## src/rtl/sap_ctrl_pkg.sv

```systemverilog
// Shared control-word definitions for the 8-bit bus CPU.
// Used by the sequencer and the RAM programmer.
package sap_ctrl_pkg;

  localparam int CW_W = 15;

  localparam int B_CP    = 14;
  localparam int B_EP    = 13;
  localparam int B_LP    = 12;
  localparam int B_LMA_N = 11;
  localparam int B_LMD_N = 10;
  localparam int B_CE_N  = 9;
  localparam int B_LR_N  = 8;
  localparam int B_LI_N  = 7;
  localparam int B_EI_N  = 6;
  localparam int B_LA_N  = 5;
  localparam int B_EA    = 4;
  localparam int B_SU    = 3;
  localparam int B_EU    = 2;
  localparam int B_LB_N  = 1;
  localparam int B_LO_N  = 0;

  typedef logic [CW_W-1:0] cw_t;

  // every active-low control high, every active-high control low
  localparam cw_t IDLE_CW = 15'h0FE3;

  localparam logic [3:0] OP_LDA = 4'h0;
  localparam logic [3:0] OP_ADD = 4'h1;
  localparam logic [3:0] OP_SUB = 4'h2;
  localparam logic [3:0] OP_JMP = 4'h3;
  localparam logic [3:0] OP_OUT = 4'hE;
  localparam logic [3:0] OP_HLT = 4'hF;

  typedef enum logic [2:0] {
    T0     = 3'd0,
    T1     = 3'd1,
    T2     = 3'd2,
    T3     = 3'd3,
    T4     = 3'd4,
    T5     = 3'd5,
    S_IDLE = 3'd6
  } stage_t;

  typedef enum logic [1:0] {
    M_RUN   = 2'd0,
    M_DRAIN = 2'd1,
    M_PROG  = 2'd2,
    M_HALT  = 2'd3
  } mode_t;

endpackage

```

## src/rtl/sync_2ff.sv

```systemverilog
// Multi-flop synchronizer for a single asynchronous level.
// Depth is a parameter and must be at least 2.
module sync_2ff #(
  parameter int DEPTH = 2
) (
  input  logic clk,
  input  logic resetn,
  input  logic d,
  output logic q
);

  logic [DEPTH-1:0] sr;

  always_ff @(posedge clk or negedge resetn) begin
    if (!resetn) begin
      sr <= '0;
    end else begin
      sr <= {sr[DEPTH-2:0], d};
    end
  end

  assign q = sr[DEPTH-1];

endmodule

```

## src/rtl/cpu_sequencer.sv

```systemverilog
// T0-T5 micro-sequencer, opcode decode and control-word
// arbitration between the CPU and the RAM programmer.
module cpu_sequencer
  import sap_ctrl_pkg::*;
#(
  parameter int SYNC_STAGES = 2
) (
  input  logic        clk,
  input  logic        resetn,
  input  logic [3:0]  opcode,
  input  logic        programming,
  input  logic [14:0] prog_ctrl,
  output logic [14:0] ctrl,
  output logic [2:0]  stage,
  output logic        prog_grant,
  output logic        hlt
);

  function automatic cw_t decode(stage_t st, logic [3:0] op);
    cw_t cw;
    cw = IDLE_CW;
    case (st)
      T0: begin
        cw[B_EP]    = 1'b1;
        cw[B_LMA_N] = 1'b0;
      end
      T1: cw[B_CP] = 1'b1;
      T2: begin
        cw[B_CE_N] = 1'b0;
        cw[B_LI_N] = 1'b0;
      end
      T3: begin
        case (op)
          OP_LDA, OP_ADD, OP_SUB: begin
            cw[B_EI_N]  = 1'b0;
            cw[B_LMA_N] = 1'b0;
          end
          OP_JMP: begin
            cw[B_EI_N] = 1'b0;
            cw[B_LP]   = 1'b1;
          end
          OP_OUT: begin
            cw[B_EA]   = 1'b1;
            cw[B_LO_N] = 1'b0;
          end
          default: ;
        endcase
      end
      T4: begin
        case (op)
          OP_LDA: begin
            cw[B_CE_N] = 1'b0;
            cw[B_LA_N] = 1'b0;
          end
          OP_ADD, OP_SUB: begin
            cw[B_CE_N] = 1'b0;
            cw[B_LB_N] = 1'b0;
          end
          default: ;
        endcase
      end
      T5: begin
        case (op)
          OP_ADD: begin
            cw[B_EU]   = 1'b1;
            cw[B_LA_N] = 1'b0;
          end
          OP_SUB: begin
            cw[B_SU]   = 1'b1;
            cw[B_EU]   = 1'b1;
            cw[B_LA_N] = 1'b0;
          end
          default: ;
        endcase
      end
      default: ;
    endcase
    return cw;
  endfunction

  logic   req;
  mode_t  mode_q;
  stage_t stage_q;
  logic   grant_q;
  logic   hlt_q;
  cw_t    ctrl_q;

  logic stage_ok;
  logic boundary;
  logic hlt_end;

  sync_2ff #(
    .DEPTH(SYNC_STAGES)
  ) u_sync (
    .clk   (clk),
    .resetn(resetn),
    .d     (programming),
    .q     (req)
  );

  assign stage_ok = (stage_q <= S_IDLE);
  assign boundary = (stage_q == T5) || (stage_q == S_IDLE);
  assign hlt_end  = (stage_q == T3) && (opcode == OP_HLT);

  always_ff @(posedge clk or negedge resetn) begin
    if (!resetn) begin
      mode_q  <= M_RUN;
      stage_q <= S_IDLE;
      grant_q <= 1'b0;
      hlt_q   <= 1'b0;
    end else begin
      grant_q <= 1'b0;
      hlt_q   <= 1'b0;
      case (mode_q)
        M_RUN, M_DRAIN: begin
          if (!stage_ok) begin
            mode_q  <= M_RUN;
            stage_q <= S_IDLE;
          end else if (hlt_end) begin
            mode_q  <= M_HALT;
            stage_q <= S_IDLE;
            hlt_q   <= 1'b1;
          end else if (boundary && req) begin
            mode_q  <= M_PROG;
            stage_q <= S_IDLE;
            grant_q <= 1'b1;
          end else if (boundary) begin
            // a request that fell while draining resumes without a grant
            mode_q  <= M_RUN;
            stage_q <= T0;
          end else begin
            stage_q <= stage_t'(stage_q + 3'd1);
            if (req) mode_q <= M_DRAIN;
          end
        end
        M_PROG: begin
          if (req) begin
            stage_q <= S_IDLE;
            grant_q <= 1'b1;
          end else begin
            mode_q  <= M_RUN;
            stage_q <= T0;
          end
        end
        M_HALT: begin
          stage_q <= S_IDLE;
          if (req) begin
            mode_q  <= M_PROG;
            grant_q <= 1'b1;
          end else begin
            hlt_q <= 1'b1;
          end
        end
        default: begin
          mode_q  <= M_RUN;
          stage_q <= S_IDLE;
        end
      endcase
    end
  end

  // half-cycle setup so the word is stable at the datapath posedge
  always_ff @(negedge clk or negedge resetn) begin
    if (!resetn) begin
      ctrl_q <= IDLE_CW;
    end else begin
      ctrl_q <= decode(stage_q, opcode);
    end
  end

  assign ctrl       = grant_q ? prog_ctrl : ctrl_q;
  assign stage      = stage_q;
  assign prog_grant = grant_q;
  assign hlt        = hlt_q;

endmodule

```

## config.mk

```make
export PLATFORM = sky130hd
export DESIGN_NAME = cpu_sequencer
export DESIGN_NICKNAME = d
export VERILOG_FILES = /design/src/rtl/sap_ctrl_pkg.sv /design/src/rtl/sync_2ff.sv /design/src/rtl/cpu_sequencer.sv
export SDC_FILE = /design/constraint.sdc
export NUM_CORES = 1
export LEC_CHECK = 0
export BUFFER_PORTS_ARGS = -buffer_cell sky130_fd_sc_hd__clkbuf_2
export CAP_MARGIN = 10
export CORE_UTILIZATION = 51
export CTS_CLUSTER_SIZE = 40
export DETAILED_ROUTE_END_ITERATION = 10
export GPL_TIMING_DRIVEN = 0
export PLACE_DENSITY_LB_ADDON = 0.25
export SYNTH_ARGS = -nofsm -noshare
export SYNTH_HDL_FRONTEND = slang
export SYNTH_SLANG_ARGS = --single-unit
```

## constraint.sdc

```tcl
create_clock -name clk -period 2.8 [get_ports clk]
set_input_delay 0.14 -clock clk [delete_from_list [all_inputs] [get_ports clk]]
set_output_delay 0.14 -clock clk [all_outputs]
set_load 0.02 [all_outputs]
```

Yosys cells after proc, flatten, opt, wreduce, memory -nomap -nowiden
Index checks and enable logic that the tools add are counted.

word-level totals
  register bits = 22
  bits in latches = 0
  output and inout bits = 20
  memory bits (read-only) = 0
  input bits = 22
  memories = 0
  memory bits (writable) = 0

operators by class
  add/sub/neg operators = 1
  equality and inequality tests = 17
  multiplexer cells = 45
  reduce and logical (&&, ||, !) cells = 12
  shift operators = 0
  divide/modulo/power cells = 0
  multipliers = 0
  order comparisons = 1
  bitwise logic cells = 0

operator list
  operator                                                          count
  1-bit two-way mux                                                 24
  2-bit two-way mux                                                 8
  15-bit two-way mux                                                1
  3-bit two-way mux                                                 5
  1-bit one-hot mux with 2 select lines                             5
  3-bit == test (second input constant)                             3
  3-bit one-hot mux with 3 select lines                             1
  4-bit by 2-bit == test with 1-bit output (second input constant)  2
  4-bit == test (second input constant)                             2
  3-bit by 2-bit == test with 1-bit output (second input constant)  2
  6-bit by 5-bit != test with 1-bit output (second input constant)  1
  2-bit one-hot mux with 3 select lines                             1
  2-bit OR reduction                                                3
  2-bit == test (second input constant)                             2
  4-bit by 1-bit == test with 1-bit output (second input constant)  1
  4-bit logical NOT                                                 1
  4-bit OR reduction                                                1
  3-bit by 1-bit adder with 3-bit output (second input constant)    1
  3-bit by 1-bit == test with 1-bit output (second input constant)  1
  3-bit <= comparator (second input constant)                       1
  3-bit logical NOT                                                 1
  3-bit AND reduction                                               1
  3-bit OR reduction                                                1
  2-bit by 1-bit == test with 1-bit output (second input constant)  1
  other kinds (5)                                                   6

Logic depth before layout (Yosys ltp)
  depth after elaboration = 7
  depth in mapped cells = 5

Hierarchy
Synthesis repeated with hierarchy kept, for this count alone.

second synthesis, totals
  cell total of the unflattened synthesis = 97
  area total of the unflattened synthesis = 1109.8 µm²

modules (own cells, without submodules)
  module         area each (µm²)  sequential area each (µm²)  times used  cells each
  cpu_sequencer  1059.8           511.7                       1           95
  sync_2ff       50.0             50.0                        1           2

==> results.py <==
metrics = {
    "status": {
        "outcome": "complete, but fails checks",
        "violations": "setup timing",
    },
    "worst_setup_path": {
        "crit_type": "register to register",
        "cp_slowest_cell": "dfstp_2",
        "startpoint_type": "register",
        "r2r-start": "stage[1]",
        "crit_arrival_ns": 1.70,
        "cp-end-kind": "register",
        "crit_path_max_incr_delay_ns": 0.58,
        "crit_required_ns": 1.66,
        "cp-startpoint": "stage[1]",
        "cp_cell_sequence": "inv_4 -> ha_4 -> or3b_1 -> a21oi_2 -> o21ai_1",
        "r2r_cells": 5,
        "crit_family": "flip-flops",
        "path_buf_inv": 1,
        "cp_num_cells": 5,
        "endpoint": "ctrl_q[5]",
        "reg2reg_to": "ctrl_q[5]",
        "ff2ff_setup_slack_ns": -0.04,
        "critPathMaxFanout": 5,
    },
    "yosys": {
        "yosysTopAreaCell": "dfstp_2",
        "synthesis.area_um2": 1130,
        "synth.area.top_cells": "dfstp_2 21%, dfrtp_1 15%, dfrtn_1 13%",
        "syn-instance-count": 95,
        "ys_types": 40,
        "yosysWarnings": 0,
        "synth_seq_cells": 22,
        "ys_seq_area_share_pct": 49.6,
        "syn_nets": 122,
        "syn_avg_cell_area_um2": 11.9,
        "synth_top_flop_cell": "dfstp_2",
        "synth_top_cell_area_share_pct": 20.9,
        "synth_edf_count": 0,
        "synth-async-reset-ratio_pct": 100,
    },
    "finish": {
        "nFillCells": 135,
        "final_cell_mix": "41 x clkbuf_2, 13 x mux2_2, 9 x dfstp_2, 8 x buf_4, 8 x inv_1",
        "seqCellArea_um2": 563,
        "fin_nets": 183,
        "syn2layout_area_growth_pct": 37.3,
        "insertedDiodeCount": 0,
        "multi_input_area_um2": 594,
        "drive_above_1_share_pct": 57.4,
        "final_cell_count_no_fill": 182,
        "fin_util_pct": 76.9,
        "postLayoutCellArea_um2": 1560,
        "layout_commonest_cell": "clkbuf_2",
    },
    "timing": {
        "worst_slack_ns": -0.0369,
        "hold_violations": 0,
        "finalMaxSlewViolations": 0,
        "fin_skew_ns": 0.0710,
        "tns_ns": -0.0369,
        "worst_slew_pin_slew_ns": 0.496,
        "hold-worst-slack_ns": 0.264,
        "rsz0062_at_grt": "true",
        "relSlewSlack_pct": 66.9,
        "finalSetupViolCount": 1,
    },
    "job": {
        "max_cap_viol_count": 0,
    },
    "grt": {
        "overflow": 0,
        "grt_pass1_vias": 807,
        "grt.total_usage_pct": 18.6,
        "grt_pass1_wl_um": 3330,
        "antenna_found_initial": 0,
        "grt_max_degree": 23,
    },
    "cts": {
        "cts_root_buffer": "clkbuf_4",
        "cts_tree": "built",
        "cts-htree-levels": 1,
        "cts_buffers": 3,
        "clk_latency_ns": 0.37,
        "cts.path.max_buffers": 2,
        "clkTransAtPathRegs_ns": 0.11,
        "cts.sinks": 22,
    },
    "floorplanning": {
        "io_pins": 42,
        "die_area_um2": 2410,
        "row_count": 16,
        "die_h_um": 49.1,
        "coreArea_um2": 2020,
        "die_w_um": 49.1,
        "start_util_pct": 56.0,
    },
    "placed_design": {
        "place_inst": 163,
        "place.port_buffers": 41,
        "dpl_cell_area_um2": 1390,
        "dpl.hpwl_um": 1630,
        "place.gp.congestion": 0.889,
        "post-place-ws_ns": -0.0548,
    },
    "routing": {
        "detail_route.iter0.violations": 14,
        "wl_per_cell_um": 12.6,
        "vias": 949,
        "ant_nets": 0,
        "vias_per_cell": 5.21,
        "firstDrtPassIters": 4,
        "route.detailed.drc": 0,
        "drt_wl_total_um": 2300,
    },
    "power_and_ir_drop": {
        "p_leak_nw": 0.758,
        "ir_worst_vdd_mv": 0.694,
        "p_per_area_nw_per_um2": 960,
        "power_mw": 1.49,
    },
    "min_path": {
        "min_path_type": "input port to register",
        "whs_path_depth": 4,
    },
}
[how the worst min path moves through the flow]
| stage | from | end |
|---|---|---|
| 6_report | opcode[2] | hlt |
| 5_1_grt | opcode[2] | hlt |
| 4_1_cts | opcode[2] | hlt |
| 3_5_place_dp | resetn | stage[0] |
| 3_3_place_gp | resetn | stage[0] |
| 2_1_floorplan | resetn | hlt |
[worst reg2reg max path, cell delays in order (launching register included)]
cell     delay (ns)
dfstp_2        0.58
inv_4          0.04
ha_4           0.16
or3b_1         0.38
a21oi_2        0.15
o21ai_1        0.09
[Yosys cell counts, types with 2 or more instances]
cell      count
o31ai_1       2
and3_1        3
dfrtn_1       6
nand2_1       4
nor2_1        2
mux2_2       13
nand2b_1      3
nor2b_1       4
dfrtp_1       7
dfstp_2       9
o21ai_1       2
a31oi_1       3
nand3b_1      2
nand3_1       2
ha_1          5
inv_1         4
[layout make-up]
type / count / area share, %
buffer: 3 / 1.05
clock buffer: 3 / 1.45
clock inverter: 8 / 1.93
inverter: 4 / 1.13
multi-input combinational: 65 / 38.2
sequential: 22 / 36.2
tap: 27 / 2.17
timing repair buffer: 50 / 17.9
[per-layer routing]
metal | vias up | wire length [um] | GRT usage (%)
li1 | 465 | - | -
met1 | 448 | 948 | 19.9
met2 | 32 | 1210 | 34.2
met3 | 4 | 98 | 2.80
met4 | 0 | 42 | 10.3
met5 | - | 0 | 0
[report_power, final]
part	internal, mW	switching (mW)	total, mW	leakage [nW]
registers	0.417	0.0436	0.460	0.265
clock network	0.0649	0.116	0.181	0.0527
logic	0.386	0.465	0.851	0.440
total	0.868	0.625	1.49	0.758
[logic make-up (layout without fill, tap and decap cells)]
logic type                 after synthesis  count (layout)  share of synthesized area [%]
AOI/OAI and AO/OA                       18              18                           11.5
xor gates and xnor gates                 1               1                          0.774
adders and majority gates                5               5                           5.52
buffers and inverters                    8              68                           3.09
DFF                                     22              22                           49.6
muxes                                   13              13                           12.9
and+or+nand+nor                         28              28                           16.6
[registers in the layout, indices dropped and copies added (netlist names)]
register    flops
prog_grant      1
hlt             1
u_sync.sr       2
mode_q          2
stage           3
ctrl_q         13
[timing repair]
action,CTS,global route
endpoints found under the hold margin,8,0
setup endpoints to repair,2,2
gates resized for setup,2,7
pin swaps,0,3
hold buffers,2,0
buffers inserted,3,4
No activity file was read; power rests on OpenSTA's default activity.
